===== src/rtl/mem_pkg.sv =====
// Shared types for the MEM response stage: load opcodes, result entries,
// and the datapath-width legality check.
package mem_pkg;

    localparam int MAX_W = 64;

    typedef enum logic [3:0] {
        LOP_NONE = 4'd0,
        LB       = 4'd1,
        LBU      = 4'd2,
        LH       = 4'd3,
        LHU      = 4'd4,
        LW       = 4'd5,
        LWU      = 4'd6,
        LD       = 4'd7,
        LWL      = 4'd8,
        LWR      = 4'd9
    } load_op_t;

    typedef struct packed {
        logic [31:0]      pc;
        logic             ex;
        logic             gr_we;
        logic [4:0]       dest;
        logic [MAX_W-1:0] result;
    } entry_t;

    function automatic bit data_w_ok(input int w);
        return (w == 32) || (w == 64);
    endfunction

endpackage


===== src/rtl/load_align.sv =====
// Load data alignment: selects byte/half/word/dword from the DCache beat
// and extends it; LWL/LWR merge the selected word with the old rt.
module load_align
    import mem_pkg::*;
#(
    parameter int DATA_W = 32,
    parameter int OFS_W  = $clog2(DATA_W / 8)
) (
    input  load_op_t          op,
    input  logic [OFS_W-1:0]  ofs,
    input  logic [DATA_W-1:0] rdata,
    input  logic [31:0]       rt,
    output logic [DATA_W-1:0] result
);

    logic [OFS_W-1:0] wofs;
    logic [7:0]       b;
    logic [15:0]      h;
    logic [31:0]      w;
    logic [31:0]      merged;

    always_comb begin
        wofs = ofs & ~OFS_W'(3);
        b    = rdata[{ofs, 3'b000} +: 8];
        h    = ofs[0] ? 16'h0 : rdata[{ofs[OFS_W-1:1], 4'b0000} +: 16];
        w    = rdata[{wofs, 3'b000} +: 32];

        merged = w;
        if (op == LWR) begin
            unique case (ofs[1:0])
                2'd0: merged = w;
                2'd1: merged = {rt[31:24], w[31:8]};
                2'd2: merged = {rt[31:16], w[31:16]};
                2'd3: merged = {rt[31:8], w[31:24]};
            endcase
        end else begin
            unique case (ofs[1:0])
                2'd0: merged = {w[7:0], rt[23:0]};
                2'd1: merged = {w[15:0], rt[15:0]};
                2'd2: merged = {w[23:0], rt[7:0]};
                2'd3: merged = w;
            endcase
        end

        result = '0;
        unique case (op)
            LB:       result = DATA_W'($signed(b));
            LBU:      result = DATA_W'(b);
            LH:       result = DATA_W'($signed(h));
            LHU:      result = DATA_W'(h);
            LW:       result = DATA_W'($signed(w));
            LWU:      result = DATA_W'(w);
            LD:       result = rdata;
            LWL, LWR: result = DATA_W'($signed(merged));
            default:  result = '0;
        endcase
    end

endmodule


===== src/rtl/mem_resp_stage.sv =====
// MEM response stage: one working slot waiting on DCache data, feeding a
// DEPTH-entry result FIFO toward WB, with flush discard and forwarding.
module mem_resp_stage
    import mem_pkg::*;
#(
    parameter int DATA_W = 32,
    parameter int DEPTH  = 2,
    parameter int OFS_W  = $clog2(DATA_W / 8)
) (
    input  logic                        clk,
    input  logic                        reset,
    input  logic                        flush,
    input  logic                        m1s_to_ms_valid,
    output logic                        ms_allowin,
    input  logic [31:0]                 in_pc,
    input  logic                        in_ex,
    input  logic                        in_gr_we,
    input  logic [4:0]                  in_dest,
    input  logic [3:0]                  in_mem_op,
    input  logic [DATA_W-1:0]           in_alu_result,
    input  logic [DATA_W-1:0]           in_rt_value,
    input  logic                        in_mfc0,
    input  logic [31:0]                 in_cp0_data,
    input  logic                        data_rvalid,
    input  logic [DATA_W-1:0]           data_rdata,
    input  logic                        ws_allowin,
    output logic                        ms_to_ws_valid,
    output logic [31:0]                 out_pc,
    output logic                        out_ex,
    output logic                        out_gr_we,
    output logic [4:0]                  out_dest,
    output logic [DATA_W-1:0]           out_result,
    output logic [4:0]                  pend_dest,
    output logic [DEPTH:0]              fwd_valid,
    output logic [5*(DEPTH+1)-1:0]      fwd_dest,
    output logic [DATA_W*(DEPTH+1)-1:0] fwd_result,
    output logic                        resp_err
);

    localparam int PTR_W = $clog2(DEPTH);
    localparam int CNT_W = $clog2(DEPTH + 1);

    if (!data_w_ok(DATA_W) || DEPTH < 2 || (DEPTH & (DEPTH - 1)) != 0) begin : g_bad_param
        $error("mem_resp_stage: DATA_W must be 32/64, DEPTH a power of two >= 2");
    end

    typedef enum logic [1:0] {W_IDLE, W_WAIT, W_READY} w_state_t;

    w_state_t          w_state;
    entry_t            w_q;
    load_op_t          w_op;
    logic [31:0]       w_rt;
    entry_t            fifo [DEPTH];
    logic [PTR_W-1:0]  rd_ptr, wr_ptr, idx;
    logic [CNT_W-1:0]  count;
    logic              discard;

    logic              is_idle, is_wait, is_ready;
    logic              rv_hit, pop, push, accept, is_load;
    logic [DATA_W-1:0] acc_result, align_res;
    entry_t            push_e, head;
    logic              unused_bits;

    assign is_idle  = (w_state == W_IDLE);
    assign is_wait  = (w_state == W_WAIT);
    assign is_ready = (w_state == W_READY);

    assign rv_hit         = data_rvalid & is_wait & ~discard;
    assign ms_to_ws_valid = (count != '0);
    assign pop            = ms_to_ws_valid & ws_allowin;
    assign push           = (is_ready | rv_hit) & ((count < CNT_W'(DEPTH)) | pop);
    assign ms_allowin     = (is_idle | push) & ~discard;
    assign accept         = m1s_to_ms_valid & ms_allowin & ~flush;
    assign is_load        = (load_op_t'(in_mem_op) != LOP_NONE) & ~in_ex;

    assign acc_result = (in_mfc0 & ~in_ex) ? DATA_W'($signed(in_cp0_data))
                                           : in_alu_result;

    // While waiting, the stored result still holds the effective address.
    load_align #(.DATA_W(DATA_W), .OFS_W(OFS_W)) u_align (
        .op     (w_op),
        .ofs    (w_q.result[OFS_W-1:0]),
        .rdata  (data_rdata),
        .rt     (w_rt),
        .result (align_res)
    );

    always_comb begin
        push_e = w_q;
        if (is_wait) push_e.result = MAX_W'(align_res);
    end

    always_ff @(posedge clk or posedge reset) begin
        if (reset) begin
            w_state <= W_IDLE;
            w_q     <= '0;
            w_op    <= LOP_NONE;
            w_rt    <= '0;
        end else if (flush) begin
            w_state <= W_IDLE;
        end else if (accept) begin
            w_state <= is_load ? W_WAIT : W_READY;
            w_q     <= '{pc: in_pc, ex: in_ex, gr_we: in_gr_we,
                         dest: in_dest, result: MAX_W'(acc_result)};
            w_op    <= load_op_t'(in_mem_op);
            w_rt    <= in_rt_value[31:0];
        end else if (push) begin
            w_state <= W_IDLE;
        end else if (rv_hit) begin
            w_state      <= W_READY;
            w_q.result   <= MAX_W'(align_res);
        end
    end

    always_ff @(posedge clk or posedge reset) begin
        if (reset) begin
            rd_ptr <= '0;
            wr_ptr <= '0;
            count  <= '0;
            for (int i = 0; i < DEPTH; i++) fifo[i] <= '0;
        end else if (flush) begin
            rd_ptr <= '0;
            wr_ptr <= '0;
            count  <= '0;
        end else begin
            if (push) begin
                fifo[wr_ptr] <= push_e;
                wr_ptr       <= wr_ptr + PTR_W'(1);
            end
            if (pop) rd_ptr <= rd_ptr + PTR_W'(1);
            count <= count + CNT_W'(push) - CNT_W'(pop);
        end
    end

    // A response already in flight at flush time must not land in a new load.
    always_ff @(posedge clk or posedge reset) begin
        if (reset) begin
            discard  <= 1'b0;
            resp_err <= 1'b0;
        end else begin
            if (data_rvalid & discard)
                discard <= 1'b0;
            else if (flush & is_wait & ~data_rvalid)
                discard <= 1'b1;
            if (data_rvalid & ~is_wait & ~discard)
                resp_err <= 1'b1;
        end
    end

    assign head       = fifo[rd_ptr];
    assign out_pc     = ms_to_ws_valid ? head.pc : '0;
    assign out_ex     = ms_to_ws_valid & head.ex;
    assign out_gr_we  = ms_to_ws_valid & head.gr_we;
    assign out_dest   = ms_to_ws_valid ? head.dest : '0;
    assign out_result = ms_to_ws_valid ? head.result[DATA_W-1:0] : '0;
    assign pend_dest  = (is_wait & w_q.gr_we) ? w_q.dest : '0;

    always_comb begin
        fwd_valid  = '0;
        fwd_dest   = '0;
        fwd_result = '0;
        idx        = '0;
        if (is_ready) begin
            fwd_valid[0]            = 1'b1;
            fwd_dest[4:0]           = w_q.gr_we ? w_q.dest : 5'd0;
            fwd_result[DATA_W-1:0]  = w_q.result[DATA_W-1:0];
        end
        for (int i = 1; i <= DEPTH; i++) begin
            if (CNT_W'(i) <= count) begin
                idx                            = wr_ptr - PTR_W'(i);
                fwd_valid[i]                   = 1'b1;
                fwd_dest[i*5 +: 5]             = fifo[idx].gr_we ? fifo[idx].dest : 5'd0;
                fwd_result[i*DATA_W +: DATA_W] = fifo[idx].result[DATA_W-1:0];
            end
        end
    end

    assign unused_bits = ^{head.result, w_q.result, in_rt_value};

endmodule


===== config.mk =====
export PLATFORM = sky130hd
export DESIGN_NAME = mem_resp_stage
export DESIGN_NICKNAME = d
export VERILOG_FILES = /design/src/rtl/mem_pkg.sv /design/src/rtl/load_align.sv /design/src/rtl/mem_resp_stage.sv
export SDC_FILE = /design/constraint.sdc
export NUM_CORES = 1
export LEC_CHECK = 0
export BUFFER_PORTS_ARGS = -buffer_cell sky130_fd_sc_hd__buf_2
export CAP_MARGIN = 15
export CORE_ASPECT_RATIO = 2
export CORE_UTILIZATION = 56
export CTS_BUF_LIST = sky130_fd_sc_hd__clkbuf_4
export DETAILED_ROUTE_END_ITERATION = 8
export MAX_ROUTING_LAYER = met4
export PLACE_DENSITY = 0.83
export SYNTH_ARGS = -nofsm -noshare
export SYNTH_HDL_FRONTEND = slang
export SYNTH_SLANG_ARGS = --single-unit

===== constraint.sdc =====
create_clock -name clk -period 10.95 [get_ports clk]
set_clock_uncertainty 0.05 [all_clocks]
set_input_delay 1.6425 -clock clk [delete_from_list [all_inputs] [get_ports clk]]
set_output_delay 1.6425 -clock clk [all_outputs]
set_load 0.02 [all_outputs]

# Yosys cells after proc, flatten, opt, wreduce, memory -nomap -nowiden
# Cells that the tools add are included.
[totals] ff_bits=353 in_bits=178 output_inout_bits=193
[op_classes] addsub=5 order_cmp=7 n_eq_ne=15 shifts=2 mux=50 bitwise=28 reduce_logical=15
[ops] cell="$mux W70" count=6
[ops] cell="$mux W103" count=4
[ops] cell="$mux W64" count=4
[ops] cell="$pmux W32 S4" count=2
[ops] cell="$mux W32" count=7
[ops] cell="$bwmux W206" count=1
[ops] cell="$pmux W32 S6" count=1
[ops] cell="$demux W103 S1" count=1
[ops] cell="$mux W5" count=8
[ops] cell="$shiftx A32 B6 Y16" count=1
[ops] cell="$shiftx A32 B6 Y8" count=1
[ops] cell="$and A1 B1 Y1" count=17
[ops] cell="$eq A4 B3 Y1 const B" count=4
[ops] cell="$mux W16" count=1
[ops] cell="$mux W2" count=6
[ops] cell="$reduce_bool A2 Y1" count=5
[ops] cell="$mux W1" count=9
[ops] cell="$eq A4 B2 Y1 const B" count=2
[ops] cell="$eq A4 B4 Y1 const B" count=2
[ops] cell="$reduce_bool A4 Y1" count=2
[ops] cell="$eq A2 B2 Y1 const B" count=3
[ops] cell="$ge A2 B2 Y1 const B" count=3
[ops] cell="$not A1 Y2" count=3
[ops] cell="$not A1 Y1" count=5
[ops] cell="other kinds (18)" count=24

# Logic depth before layout (Yosys ltp)
# Gate-level depths: netlist (run 1).
[logic_depth] ltp_word=11 ltp_mapped=10 mapped_depth_nobuf=9

# Hierarchy
# From an unflattened synthesis (run 1), not the netlist that was laid out.
[hier_totals] hier_cells=1388 area_unflattened_um2=15035.7
[by_module_without_submodules] module="mem_resp_stage" n_inst=1 cells_per_inst=1130 area_per_inst_um2=13067.5
[by_module_without_submodules] module="load_align" n_inst=1 cells_per_inst=258 area_per_inst_um2=1968.1

# Worst setup path before layout (run 1)
# Ideal clock, no wire load.
[synth_path] path_kind="input-to-output" start="in ws_allowin" end="out ms_allowin" arrival_ps=2270 required_ps=9257 slack_ps=6987 stages=3 n_path_buf=0 path_cell_list="and3b_1 -> a2bb2oi_1 -> nor2_1"
[synth_between] elab_chain_len=5
[synth_rtl] item="start: declaration" line_no="mem_resp_stage.sv:26" source="input logic ws_allowin,"
[synth_rtl] item="$and A1 B1 Y1" line_no="mem_resp_stage.sv:70" source="assign pop = ms_to_ws_valid & ws_allowin;"
[synth_rtl] item="$or A1 B1 Y1" line_no="mem_resp_stage.sv:71" source="assign push = (is_ready | rv_hit) & ((count < CNT_W'(DEPTH)) | pop);"
[synth_rtl] item="$and A1 B1 Y1" line_no="mem_resp_stage.sv:71"
[synth_rtl] item="$or A1 B1 Y1" line_no="mem_resp_stage.sv:72" source="assign ms_allowin = (is_idle | push) & ~discard;"
[synth_rtl] item="$and A1 B1 Y1" line_no="mem_resp_stage.sv:72"
[synth_rtl] item="end: declaration" line_no="mem_resp_stage.sv:14" source="output logic ms_allowin,"
# No other way between the ends.

# Worst setup path in the final report (run 1)
[layout_path] start="reg wr_ptr" end="out fwd_dest[12]"
[layout_between] elab_chain_len=6
[layout_rtl] item="start: declaration" line_no="mem_resp_stage.sv:54" source="logic [PTR_W-1:0] rd_ptr, wr_ptr, idx;"
[layout_rtl] item="start signal: assignment" line_no="mem_resp_stage.sv:128" source="wr_ptr <= wr_ptr + PTR_W'(1);"
[layout_rtl] item="$not A1 Y2 (not written as such)" line_no="mem_resp_stage.sv:172" source="fwd_dest[i*5 +: 5] = fifo[idx].gr_we ? fifo[idx].dest : 5'd0;"
[layout_rtl] item="$mux W70 (3 in series)"
[layout_rtl] item="$mux W5" line_no="mem_resp_stage.sv:172"
[layout_rtl] item="$mux W5" line_no="mem_resp_stage.sv:169" source="if (CNT_W'(i) <= count) begin"
[layout_rtl] item="end: declaration" line_no="mem_resp_stage.sv:35" source="output logic [5*(DEPTH+1)-1:0] fwd_dest,"
# No other way between the ends. The select of a mux whose other input is x is not followed.

==> results of run 1 <==
## power groups by stage
stage / registers (mW) / clock network [mW] / logic, mW
after global placement: 1.59 / 0 / 1.82
after floorplan: 1.45 / 0 / 1.41
after detailed placement: 1.62 / 0 / 1.87
after global routing: 1.65 / 0.831 / 2.04
final: 1.61 / 0.772 / 1.89
after CTS: 1.60 / 0.786 / 1.87
## final cells by class
| cell class | count | area, um^2 |
|---|---|---|
| Antenna cell | 1 | 2.50 |
| Clock buffer | 83 | 623 |
| Clock inverter | 16 | 118 |
| Fill cell | 2327 | 9230 |
| Inverter | 12 | 52.6 |
| Multi-Input combinational cell | 1395 | 8520 |
| Sequential cell | 257 | 6440 |
| Tap cell | 352 | 440 |
| Timing Repair Buffer | 391 | 2010 |
## metal layers
layer  GRT usage, %  vias to the layer above  part of all wire, %
met5              -                        -                    0
met4           31.8                        0                  8.9
met3           5.26                      244                  6.5
met1           40.2                     7219                   35
li1               -                     6843                    -
met2           61.4                      814                   50
## state kept, by name (all words and copies together), names as in the netlist
register / flops
discard: 1
count: 2
rd_ptr: 1
fifo: 142
w_q: 32
w_op: 4
resp_err: 1
w_rt: 32
wr_ptr: 1
push_e: 39
w_state: 2
## cell usage after synthesis, drive strengths merged, types with 3 or more instances
| library cell | instances | share of area [%] |
|---|---|---|
| nor3 | 21 | 0.67 |
| o2bb2ai | 16 | 0.90 |
| nor2b | 47 | 1.9 |
| clkbuf | 75 | 1.8 |
| xor2 | 3 | 0.17 |
| inv | 12 | 0.29 |
| nor3b | 3 | 0.18 |
| buf | 69 | 2.5 |
| a2111oi | 10 | 0.93 |
| a22o | 3 | 0.17 |
| a31oi | 14 | 0.56 |
| o211ai | 24 | 1.2 |
| a211oi | 16 | 0.77 |
| nand2 | 552 | 13 |
| a311oi | 5 | 0.28 |
| a211o | 4 | 0.22 |
| o221ai | 20 | 1.1 |
| a21oi | 17 | 0.57 |
| mux4 | 14 | 2.0 |
| dfrtp | 257 | 41 |
| mux2 | 23 | 1.7 |
| nand2b | 13 | 0.52 |
| a221o | 5 | 0.32 |
| a221oi | 7 | 0.43 |
| nor2 | 175 | 4.3 |
| and2 | 39 | 1.6 |
| and3 | 13 | 0.52 |
| o21ai | 27 | 0.87 |
| mux2i | 210 | 13 |
| o31ai | 44 | 2.1 |
| nand3 | 13 | 0.42 |
| nor4b | 3 | 0.21 |
| o2111ai | 3 | 0.17 |
| o22ai | 5 | 0.29 |
| or2 | 6 | 0.24 |
## kinds of logic after synthesis
kind of cell | synth area share, %
adders and majority gates | 0.160
and+or+nand+nor | 24.6
muxes | 17.1
DFF | 41.2
xor gates and xnor gates | 0.281
AOI/OAI and AO/OA | 12.1
buffers and inverters | 4.58
## metrics by stage
stage,instances,power (mW),instance area (um^2)
finish,2507,4.27,18200
global route,2507,4.52,18200
CTS,2506,4.26,18200
detailed placement,2407,3.48,17500
global placement,2407,3.41,17500
floorplan,1808,2.86,15600
## cell usage in the layout, fill, tap and decap left out, types with 16 or more instances in the layout
cell type and count:
nor3_1 20, mux2_2 23, a21oi_1 16, a211oi_1 16, clkbuf_4 83, nand2_1 552, nor2_1 170, buf_4 21
buf_2 370, o31ai_1 44, dfrtp_1 253, o221ai_1 20, o211ai_1 24, and2_1 39, nor2b_1 44, mux2i_1 210
o21ai_0 25, o2bb2ai_1 16
## worst max path at each step
| stage | to | cells after the start | slack [ns] | startpoint |
|---|---|---|---|---|
| global route | fwd_dest[6] | 5 | 5.99 | wr_ptr$_DFFE_PP0P_ |
| finish | fwd_dest[12] | 5 | 6.13 | wr_ptr$_DFFE_PP0P_ |
| global placement | ms_allowin | 5 | 6.60 | ws_allowin |
| floorplan | count[0]$_DFF_PP0_ | 1 | 2.19 | reset |
| CTS | fwd_dest[7] | 5 | 6.10 | wr_ptr$_DFFE_PP0P_ |
| detailed placement | ms_allowin | 5 | 6.59 | ws_allowin |
## critical path: stages (launching register included)
cell and delay [ns]:
dfrtp_4 0.67, buf_4 0.79, mux2_2 0.41, nand2_1 0.22
nor2_1 0.10, buf_2 0.17
==> metrics.csv, run 1 <==
stage,metric,value,unit
status,status,"complete, no violations",
route,dr.pass1.iters,5,
synthesis,netlist_instances,1808,
setup_path,ff2ff_setup_slack,7.32,ns
clock_tree,cts.sinks,257,
synthesis,ys_seq_elements,257,
floorplan,coreArea,27400,um^2
floorplan,io_pins,371,
setup_path,worstReg2RegStart,w_state[1]$_DFFE_PP0P_,
finish,area_growth,16.6,%
clock_tree,hold_buffers,0,
timing,worstMarginPinSlew,1.21,ns
synthesis,ys_warn_count,0,
synthesis,avgSynthCellArea,8.63,um^2
floorplan,dieWidth,120,um
setup_path,start_kind,register,
finish,drive_gt1_share,26.1,%
clock_tree,cts_buffers,57,
setup_path,path_class,register to output port,
floorplan,dieArea,28600,um^2
timing,fin_crit_sh,44.1,%
timing,max_clock_freq,207,MHz
timing,drv_slew,0,
power,pwr-share-clk,18.1,%
place,pre_cts_ws,6.59,ns
global_routing,grt_max_degree,124,
timing,period_needed,4.82,ns
power,p_seq_share,37.8,%
finish,postLayoutCoreUtil,66.4,%
setup_path,reg2reg_to,w_q[10]$_DFFE_PP0P_,
worst_hold_path,min_from,fifo[199]$_DFFE_PP0P_,
power,power.share.combinational,44.2,%
global_routing,gr-total-overflow,0,
power,internal_power,2.36,mW
clock_tree,cts_resized,0,
job,maxCapViolCount,0,
timing,fin_setup_tns,0,ns
clock_tree,cts.path.max_buffers,3,
clock_tree,tritoncts,yes,
floorplan,initial_utilization,56.9,%
route,routed_wl,52.4,mm
global_routing,antenna_found_initial,1,
synthesis,syn-cell-area,15600,um^2
setup_path,cp-end-kind,output port,
worst_hold_path,worst_hold_path.endpoint,fifo[199]$_DFFE_PP0P_,
global_routing,grt_pass1_wl,80.4,mm
timing,setup_ws,6.13,ns
clock_tree,clock_latency,0.74,ns
timing,max-slew-margin-rel,19.2,%
route,vias,15100,
route,postRouteAntennaNets,0,
global_routing,groute.usage.overall,37.7,%
route,wl_per_cell,20.9,um
setup_path,critPathMaxFanout,58,
worst_hold_path,hold_depth,2,
synthesis,ys_async_sr_fraction,100,%
timing,hold_slack,0.424,ns
global_routing,grt_pass1_vias,14800,
worst_hold_path,holdCritPathClass,register to register,
place,place_congestion,1.05,
clock_tree,cts_root_buf,clkbuf_4,
setup_path,required,9.26,ns
synthesis,synth.distinct_cells,75,
place,port_buffers,370,
route,routed_via_density,6.03,
route,drcViolationCount,0,
clock_tree,post_cts_buffers,0,
floorplan,rows,86,
floorplan,die_h,238,um
power,switching_share,44.8,%
power,ir_worst_vdd,172,uV
clock_tree,path_clk_slew,0.07,ns
place,post-dp-hpwl,38.0,mm
power,switchingPower,1.92,mW
clock_tree,cts_max_level,2,
timing,setup_viol,0,
route,drtIter0Drc,1273,
timing,hold_viol,0,
power,p_leak,9.16,nW
synthesis,seq_area_frac_synth,41.2,%
power,power_density,235,nW/um^2
finish,fin_nets,2294,
setup_path,cp.arrival,3.13,ns
synthesis,synth_nets,1988,
synthesis,ys.flop_type,dfrtp_1,
timing,rsz0062_at_grt,no,
synthesis,synth_edf_count,0,
setup_path,reg2reg_depth,4,
No activity file was read; power rests on OpenSTA's default activity.
==> inputs of run 2 (changes only) <==
--- a/config.mk
+++ b/config.mk
@@ -5,6 +5,7 @@
 export SDC_FILE = /design/constraint.sdc
 export NUM_CORES = 1
 export LEC_CHECK = 0
+export ABC_AREA = 1
 export BUFFER_PORTS_ARGS = -buffer_cell sky130_fd_sc_hd__buf_2
 export CAP_MARGIN = 15
 export CORE_ASPECT_RATIO = 2
==> constraint.sdc (replaced) <==
create_clock -name clk -period 4.95 [get_ports clk]
set_clock_uncertainty 0.05 [all_clocks]
set_input_delay 0.7425 -clock clk [delete_from_list [all_inputs] [get_ports clk]]
set_output_delay 0.7425 -clock clk [all_outputs]
set_load 0.02 [all_outputs]
==> run 2 against run 1 <==
Synthesized area shrank 1.0%. Flip-flop and latch count is the same. Register-to-register slack lost 5.5 ns. Wire length grew 17%. Via count grew 16%. Core utilization grew 0.73 points. Final cell count grew 22%. Worst setup slack lost 4.9 ns. Global-route usage grew 6.5 points. Critical endpoint is now out_dest[2]. Largest power group unchanged.
==> metrics.csv, run 2 <==
stage,metric,value,unit
status,status,"complete, no violations",
place,dp.cells,2947,
clock_tree,hold_buffers,0,
synthesis,ys.flop_type,dfrtp_1,
finish,nFillCells,2479,
power,power_density,561,nW/um^2
clock_tree,post_cts_buffers,0,
synthesis,synth_nets,2525,
setup_path,cp-end-kind,output port,
place,post-dp-hpwl,44.5,mm
synthesis,syn-cell-area,15400,um^2
setup_path,critPathMaxStageDelay,0.82,ns
synthesis,ys_seq_elements,257,
clock_tree,cts_root_buf,clkbuf_4,
place,port_buffers,370,
power,ir_worst_vdd,293,uV
finish,largest_register_ffs,142,
timing,fin_crit_sh,75.3,%
route,wl_per_cell,20.1,um
synthesis,ys_warn_count,0,
timing,max-slew-margin-rel,18.1,%
floorplan,dieArea,28300,um^2
place,place_congestion,1.12,
global_routing,groute.usage.overall,44.2,%
floorplan,coreArea,27000,um^2
synthesis,yosysMostFrequentCell,nand2_1,
power,p_leak,9.95,nW
clock_tree,cts_resized,0,
synthesis,synth_top_area_share,41.6,%
finish,largest-register,fifo,
setup_path,ff2ff_setup_slack,1.85,ns
route,postRouteAntennaNets,0,
setup_path,worstReg2RegStart,w_q[0]$_DFFE_PP0P_,
finish,area_growth,17.3,%
route,vias,17500,
timing,max_clock_freq,268,MHz
finish,fin_cells,3047,
finish,register_area,6430,um^2
floorplan,io_pins,371,
setup_path,cp.arrival,2.93,ns
global_routing,antenna_found_initial,3,
synthesis,seq_area_frac_synth,41.6,%
finish,drive_gt1_share,20.0,%
floorplan,rows,85,
timing,period_needed,3.73,ns
worst_hold_path,worst_hold_path.endpoint,w_rt[6]$_DFFE_PP0P_,
clock_tree,clock_latency,0.77,ns
worst_hold_path,min_from,in_rt_value[6],
clock_tree,cts_buffers,57,
clock_tree,cts.path.max_buffers,3,
synthesis,avgSynthCellArea,6.59,um^2
setup_path,required,4.16,ns
clock_tree,cts_max_level,2,
floorplan,dieWidth,119,um
setup_path,reg2reg_depth,10,
timing,drv_slew,0,
clock_tree,cts.sinks,257,
floorplan,initial_utilization,57.2,%
route,dr.pass1.iters,6,
timing,fin_setup_tns,0,ns
synthesis,ys_async_sr_fraction,100,%
finish,fin_nets,2839,
finish,multi_input_area,7780,um^2
finish,final_common_cell,nand2_1,
clock_tree,tritoncts,yes,
synthesis,synth_edf_count,0,
route,routed_wl,61.1,mm
global_routing,gr-total-overflow,0,
global_routing,grt_max_degree,112,
synthesis,synth.distinct_cells,28,
setup_path,path_class,register to output port,
setup_path,reg2reg_to,fifo[130]$_DFFE_PP0P_,
global_routing,grt_pass1_vias,17000,
worst_hold_path,holdCritPathClass,input port to register,
finish,final_cell_mix,"nand2_1 (935), buf_2 (370), dfrtp_1 (255)",
timing,hold_viol,0,
route,routed_via_density,5.74,
timing,hold_slack,0.127,ns
setup_path,start_kind,register,
job,maxCapViolCount,0,
route,drcViolationCount,0,
timing,rsz0062_at_grt,no,
timing,worstMarginPinSlew,1.23,ns
synthesis,yosysTopAreaCell,dfrtp_1,
synthesis,netlist_top_cells_count,"nand2_1 (935), dfrtp_1 (257), nor2_1 (237), nand3_1 (191), o21ai_0 (150)",
global_routing,grt_pass1_wl,92.9,mm
timing,setup_viol,0,
setup_path,critPathMaxFanout,67,
setup_path,slowest_stage,nor2_4,
synthesis,netlist_instances,2345,
floorplan,die_h,237,um
worst_hold_path,hold_depth,3,
route,drtIter0Drc,1471,
setup_path,path_cells,buf_4 > nor2_4 > buf_12 > a21oi_1 > buf_2,
synthesis,synth.area.top_cells,"dfrtp_1 (42%), nand2_1 (23%), nand3_1 (6.2%)",
clock_tree,path_clk_slew,0.07,ns
[run 2: cell count changes after synthesis, sizes merged, moves of 20 or more]
cell,delta
and2,-39
nor2b,-47
inv,+136
o211ai,-23
nor2,+66
nand2,+387
o221ai,-20
o31ai,-44
o21ai,+203
nor3,-21
mux2i,-210
a21oi,+124
nand3,+178
[run 2: worst max-delay path by stage]
stage	endpoint	cells past startpoint	startpoint	slack (ns)
5_1_grt	out_dest[2]	5	count[1]$_DFF_PP0_	1.09
6_report	out_dest[2]	5	count[1]$_DFF_PP0_	1.22
4_1_cts	out_dest[2]	5	count[1]$_DFF_PP0_	1.25
3_3_place_gp	fifo[198]$_DFFE_PP0P_	13	data_rvalid	1.81
3_5_place_dp	fifo[173]$_DFFE_PP0P_	13	data_rvalid	1.70
2_1_floorplan	count[0]$_DFF_PP0_	1	reset	0.77
[run 2: cell type report]
class                           count  share of cell area (%)
Sequential cell                   257                    35.5
Clock inverter                     16                   0.670
Clock buffer                       80                    3.31
Antenna cell                        3                  0.0414
Inverter                          149                    3.13
Multi-Input combinational cell   1792                    42.9
Timing Repair Buffer              402                    12.0
Tap cell                          348                    2.40
[run 2: cell families after synthesis]
group           Yosys count  synth area share [%]
flops                   257                  41.6
mux                      31                  2.26
buf+inv                 296                  8.06
fa+ha+maj                 2                 0.162
compound gates          375                  12.2
xor+xnor                  2                 0.113
simple gates           1382                  35.6
[run 2: worst max-delay path, delay by kind of cell (launching register included)]
family	cells	cell delay, ns
buf+inv	3	0.84
compound gates	1	0.16
flops	1	0.37
simple gates	1	0.82
[run 2: power breakdown]
part / total, mW / switching [mW] / internal, mW
Clock: 1.70 / 0.853 / 0.844
Combinational: 4.82 / 3.40 / 1.42
Sequential: 3.65 / 0.723 / 2.93
Total: 10.2 / 4.97 / 5.19
[run 2: through the flow]
step | cell area, um^2 | total power [mW] | setup slack [ns] | utilization [%]
floorplan | 15500 | 6.67 | 0.772 | -
global placement | 17400 | 8.21 | 1.81 | 64.3
detailed placement | 17400 | 8.36 | 1.70 | 64.3
CTS | 18100 | 10.1 | 1.25 | 67.0
global route | 18100 | 10.8 | 1.09 | 67.1
finish | 18100 | 10.2 | 1.22 | 67.1
[run 2: per-layer routing]
layer | track usage (%) | wire, um | vias to the layer above | part of all wire, %
met2 | 72.3 | 29800 | 1019 | 49
met3 | 7.47 | 4930 | 317 | 8.1
met1 | 46.0 | 20500 | 8073 | 34
met5 | - | 0 | - | 0
li1 | - | - | 8092 | -
met4 | 37.0 | 5870 | 0 | 9.6
